===== src/rtl/riscv_pkg.sv =====
// Shared core-wide definitions: datapath width, arbiter FSM states and port indices.
package riscv_pkg;

    localparam int XLEN    = 32;
    localparam int PORT_IF = 0;
    localparam int PORT_LS = 1;

    typedef enum logic [1:0] {
        IDLE  = 2'd0,
        ISSUE = 2'd1,
        WAIT  = 2'd2,
        RESP  = 2'd3
    } arb_state_t;

endpackage


===== src/rtl/rr_arb2.sv =====
// Two-requester round-robin picker; purely combinational, history is held by the caller.
// Bit 0 is the fetch port, bit 1 the load/store port; last=1 means load/store won last time.
module rr_arb2 (
    input  logic [1:0] req,
    input  logic       last,
    output logic [1:0] gnt
);

    // Lone requester always wins; a tie goes to the port that did not win last.
    always_comb begin
        gnt = 2'b00;
        case (req)
            2'b01:   gnt = 2'b01;
            2'b10:   gnt = 2'b10;
            2'b11:   gnt = last ? 2'b01 : 2'b10;
            default: gnt = 2'b00;
        endcase
    end

endmodule


===== src/rtl/mem_arbiter.sv =====
// Arbitrates a fetch port and a load/store port onto one fixed-latency memory port.
// Only one transaction is outstanding: IDLE -> ISSUE -> WAIT (LATENCY-1 cycles) -> RESP -> IDLE.
module mem_arbiter #(
    parameter int LATENCY = 1,
    parameter int XLEN    = riscv_pkg::XLEN
) (
    input  logic            clk,
    input  logic            rst,
    input  logic            if_valid_i,
    output logic            if_ready_o,
    input  logic [XLEN-1:0] if_addr_i,
    output logic            if_rsp_valid_o,
    output logic [XLEN-1:0] if_rdata_o,
    input  logic            ls_valid_i,
    output logic            ls_ready_o,
    input  logic [XLEN-1:0] ls_addr_i,
    input  logic            ls_we_i,
    input  logic [XLEN-1:0] ls_wdata_i,
    input  logic [3:0]      ls_wmask_i,
    output logic            ls_rsp_valid_o,
    output logic [XLEN-1:0] ls_rdata_o,
    output logic            mem_en_o,
    output logic            mem_we_o,
    output logic [XLEN-1:0] mem_addr_o,
    output logic [XLEN-1:0] mem_wdata_o,
    output logic [3:0]      mem_wmask_o,
    input  logic [XLEN-1:0] mem_rdata_i,
    output logic [1:0]      grant_o
);

    import riscv_pkg::*;

    // WAIT counts down from LATENCY-2 to 0, so it spans LATENCY-1 cycles.
    localparam logic [1:0] WAIT_LOAD = (LATENCY > 1) ? 2'(LATENCY - 2) : 2'd0;

    arb_state_t      state_q, state_d;
    logic [1:0]      cnt_q, cnt_d;
    logic            last_q, last_d;    // 1 = load/store port won the last arbitration
    logic            owner_q, owner_d;  // 1 = load/store port owns the current transaction
    logic [XLEN-1:0] addr_q, addr_d;
    logic            we_q, we_d;
    logic [XLEN-1:0] wdata_q, wdata_d;
    logic [3:0]      wmask_q, wmask_d;

    logic            idle;
    logic [1:0]      req;
    logic [1:0]      gnt;
    logic            rsp;

    // Requests are only considered while idle and out of reset, so a grant is a handshake.
    assign idle = (state_q == IDLE) && !rst;
    assign req  = {ls_valid_i, if_valid_i} & {2{idle}};

    rr_arb2 u_rr_arb2 (
        .req  (req),
        .last (last_q),
        .gnt  (gnt)
    );

    // Next-state logic: latch the winner's command on handshake, then walk the fixed latency.
    always_comb begin
        state_d = state_q;
        cnt_d   = cnt_q;
        last_d  = last_q;
        owner_d = owner_q;
        addr_d  = addr_q;
        we_d    = we_q;
        wdata_d = wdata_q;
        wmask_d = wmask_q;
        case (state_q)
            IDLE: begin
                if (|gnt) begin
                    state_d = ISSUE;
                    owner_d = gnt[PORT_LS];
                    last_d  = gnt[PORT_LS];
                    if (gnt[PORT_LS]) begin
                        addr_d  = ls_addr_i;
                        we_d    = ls_we_i;
                        wdata_d = ls_wdata_i;
                        wmask_d = ls_wmask_i;
                    end else begin
                        // Fetches are always reads with no byte lanes enabled.
                        addr_d  = if_addr_i;
                        we_d    = 1'b0;
                        wdata_d = '0;
                        wmask_d = 4'b0000;
                    end
                end
            end
            ISSUE: begin
                if (LATENCY > 1) begin
                    state_d = WAIT;
                    cnt_d   = WAIT_LOAD;
                end else begin
                    state_d = RESP;
                end
            end
            WAIT: begin
                if (cnt_q == 2'd0) begin
                    state_d = RESP;
                end else begin
                    cnt_d = cnt_q - 2'd1;
                end
            end
            RESP: begin
                state_d = IDLE;
            end
            default: begin
                state_d = IDLE;
            end
        endcase
    end

    // State and latched command; reset abandons any transaction in flight.
    always_ff @(posedge clk) begin
        if (rst) begin
            state_q <= IDLE;
            cnt_q   <= 2'd0;
            last_q  <= 1'b1;
            owner_q <= 1'b0;
            addr_q  <= '0;
            we_q    <= 1'b0;
            wdata_q <= '0;
            wmask_q <= 4'b0000;
        end else begin
            state_q <= state_d;
            cnt_q   <= cnt_d;
            last_q  <= last_d;
            owner_q <= owner_d;
            addr_q  <= addr_d;
            we_q    <= we_d;
            wdata_q <= wdata_d;
            wmask_q <= wmask_d;
        end
    end

    // Output decode from registered state; everything is forced to zero while rst is high.
    always_comb begin
        rsp            = !rst && (state_q == RESP);
        if_ready_o     = gnt[PORT_IF];
        ls_ready_o     = gnt[PORT_LS];
        mem_en_o       = !rst && (state_q == ISSUE);
        mem_we_o       = mem_en_o && we_q;
        mem_addr_o     = rst ? '0 : addr_q;
        mem_wdata_o    = rst ? '0 : wdata_q;
        mem_wmask_o    = rst ? 4'b0000 : wmask_q;
        if_rsp_valid_o = rsp && !owner_q;
        ls_rsp_valid_o = rsp && owner_q;
        if_rdata_o     = if_rsp_valid_o ? mem_rdata_i : '0;
        ls_rdata_o     = ls_rsp_valid_o ? mem_rdata_i : '0;
        grant_o        = 2'b00;
        if (!rst && (state_q != IDLE)) begin
            grant_o = owner_q ? 2'b10 : 2'b01;
        end
    end

endmodule


===== config.mk =====
export PLATFORM = sky130hd
export DESIGN_NAME = mem_arbiter
export DESIGN_NICKNAME = d
export VERILOG_FILES = /design/src/rtl/riscv_pkg.sv /design/src/rtl/rr_arb2.sv /design/src/rtl/mem_arbiter.sv
export SDC_FILE = /design/constraint.sdc
export NUM_CORES = 1
export LEC_CHECK = 0
export BUFFER_PORTS_ARGS = -buffer_cell sky130_fd_sc_hd__buf_2
export CAP_MARGIN = 20
export CELL_PAD_IN_SITES_DETAIL_PLACEMENT = 1
export CELL_PAD_IN_SITES_GLOBAL_PLACEMENT = 2
export CORE_AREA = 3 3 147 135
export DETAILED_ROUTE_END_ITERATION = 16
export DIE_AREA = 0 0 150 138
export PLACE_DENSITY_LB_ADDON = 0.1
export SETUP_SLACK_MARGIN = 0.3
export SLEW_MARGIN = 20
export SYNTH_ARGS = -nofsm -noshare
export SYNTH_HDL_FRONTEND = slang
export SYNTH_SLANG_ARGS = --single-unit

===== constraint.sdc =====
create_clock -name clk -period 2.8 [get_ports clk]
set_input_delay 0.42 -clock clk [delete_from_list [all_inputs] [get_ports clk]]
set_output_delay 0.42 -clock clk [all_outputs]
set_load 0.005 [all_outputs]

==> impl_metrics.ini <==
[grt]
track_usage_pct = 17.5
grt_first_pass_wirelength_mm = 29.4
antenna_found_initial = 4
grt_pass1_vias = 5423
grt_max_degree = 75
overflow = 0

[power]
p_per_area_mw_per_mm2 = 498
swShare_pct = 27.5
finalPower_w = 0.00317
p_switching_w = 0.000872
pwr-share-seq_pct = 37.0
p_comb_share_pct = 19.5
clkPwrFrac_pct = 43.5
p_leak_nw = 2.86
ir_drop_mv = 0.310
p_int_w = 0.00230

[timing]
rsz0062_at_grt = no
finalCritPeriodShare_pct = 82.3
finalSetupViolCount = 0
max_freq_mhz = 434
tightest_slew_ps = 818
final_max_slew_viol_count = 0
finalCriticalPeriod_ps = 2300
slew_headroom_pct = 45.5
tns_ps = 0
finalHoldViolations = 0
finalClockSkew_ps = 8.04

[place]
place_inst = 1025
io_buffers = 276
gp_congestion = 0.788
dp_hpwl_mm = 13.1

[cts]
cts_made_buffers = 9
cts_root_buf = clkbuf_16
holdBufCountCts = 0
cts_setup_buffers = 0
cts_max_level = 3
insertion_delay_ps = 340
clkTransAtPathRegs_ps = 60
post_cts_resized = 0
cts_tree = done
cts_num_sinks = 75
cts_buffer_depth = 2

[worst_setup_path]
critPathLaunchType = flop
worstPathArrival_ps = 1880
critical_path_peak_fanout = 17
path_class = reg -> out
required_ps = 2380
endpoint_kind = primary output

[finish]
area_growth_pct = 38.5
layout.nets = 933
drive_gt1_share_pct = 41.3
layout.cells.non_filler = 1041

[yosys]
synthArstFlopShare_pct = 0
yosys.area.top_type = dfxtp_1
synth-main-ff-cell = dfxtp_1
mappedNetlistArea_sq_mm = 0.00460
ys_seq_area_share_pct = 32.6
syn_avg_cell_area_sq_um = 8.23
synth_fp_nets = 701
synthTopCellsByArea = dfxtp_1 (33%), nor2b_1 (9.7%), and2_1 (9.0%)
synth_edf_count = 0
synth_top_area_share_pct = 32.6
synthCells = 559
yosys_register_bits = 75
ys_types = 39
yosysWarnings = 0

[floorplanning]
die_x_um = 150
coreArea_sq_mm = 0.0183
die_h_um = 138
num_io_pins = 277
initial_core_util_pct = 25.1
dieArea_sq_mm = 0.0207
num_rows = 47

[drt]
antenna_left = 0
num_vias = 5117
drt_iter0_markers = 157
dr.pass1.iters = 4
wl_per_cell_um = 18.1
wirelength_mm = 18.9
route.detailed.drc = 0
via_per_inst = 4.92

[min_path]
min_path_type = in -> reg

[flow_run]
drv_cap = 0

[run_status]
outcome = completed
final timing paths:
| kind | startpoint | to | slack (ps) | cells after the start |
|---|---|---|---|---|
| min | ls_wdata_i[13] | wdata_q[13]$_SDFFE_PP0P_ | 330 | 3 |
| max | state_q[0]$_SDFFE_PP0P_ | ls_ready_o | 500 | 7 |
| max reg2reg | state_q[0]$_SDFFE_PP0P_ | wdata_q[26]$_SDFFE_PP0P_ | 590 | 6 |
| min reg2reg | wdata_q[0]$_SDFFE_PP0P_ | wdata_q[0]$_SDFFE_PP0P_ | 470 | 2 |
area by class of cell:
type,count,area [sq um]
Fill cell,2283,12000
Tap cell,245,307
Clock buffer,11,253
Clock inverter,4,97.6
Inverter,6,22.5
Multi-Input combinational cell,408,2690
Timing Repair Buffer,291,1500
Sequential cell,75,1500
Antenna cell,1,2.50
state kept, by name, indices dropped and copies added, names as in the netlist:
signal,cells
last_q,1
cnt_q,2
addr_q,32
wmask_q,4
we_q,1
state_q,2
wdata_q,32
owner_q,1
worst max-delay path, stage by stage, from the launching register on:
cell     delay [ps]
dfxtp_1         340
inv_1           100
ha_1            300
and3b_1         200
buf_4           230
nand2_1         130
inv_1           100
buf_2           130
cells by family (layout without fill, tap and decap cells):
family	after synthesis	in the layout	synth area share, %
compound gates	147	147	19.7
xor+xnor	1	1	0.190
fa+ha+maj	5	5	1.36
buf+inv	76	312	8.98
flops	75	75	32.6
other cells	0	1	0
simple gates	255	255	37.2
per-layer routing:
layer / vias to the layer above / GRT usage (%) / routed length, um
li1: 2478 / - / -
met1: 2443 / 21.7 / 7930
met2: 170 / 29.6 / 9200
met3: 20 / 5.60 / 1480
met4: 6 / 3.85 / 223
met5: - / 0 / 40
layout by cell type (no fill, tap or decap), types with 3 or more instances in the layout:
cell       count
a2111oi_0     23
a2111oi_1      4
a2111oi_2      5
a21oi_1       72
and2_1        66
buf_2        275
buf_4         16
bufinv_16      3
clkbuf_16      9
dfxtp_1       75
ha_1           5
inv_1          6
nand3_1       38
nor2b_1       70
nor4_1        27
nor4_2         5
nor4b_1       27
nor4b_2        5
o21ai_0       39
through the flow:
step | util (%) | hold slack, ps | area [sq um] | worst slack, ps
CTS | 34.7 | 318 | 6370 | 477
global placement | 32.8 | 456 | 6020 | 723
detailed placement | 32.8 | 466 | 6020 | 624
floorplan | - | 449 | 4600 | 1070
global route | 34.7 | 326 | 6370 | 386
finish | 34.7 | 330 | 6370 | 497
power groups by stage:
stage               registers (W)  clock network [W]  logic (W)
floorplan                 0.00118                  0   0.000400
global placement          0.00119                  0   0.000613
detailed placement        0.00120                  0   0.000627
CTS                       0.00117            0.00143   0.000631
global route              0.00118            0.00147   0.000692
finish                    0.00117            0.00138   0.000619
Yosys cell counts, drive strengths merged (5+ instances only):
| master | count |
|---|---|
| o21ai | 39 |
| inv | 6 |
| ha | 5 |
| nor2b | 71 |
| buf | 36 |
| nor4 | 32 |
| a2111oi | 32 |
| a21oi | 73 |
| dfxtp | 75 |
| clkbuf | 34 |
| nor4b | 32 |
| nand3 | 38 |
| and2 | 66 |
No activity file was read; power rests on OpenSTA's default activity.
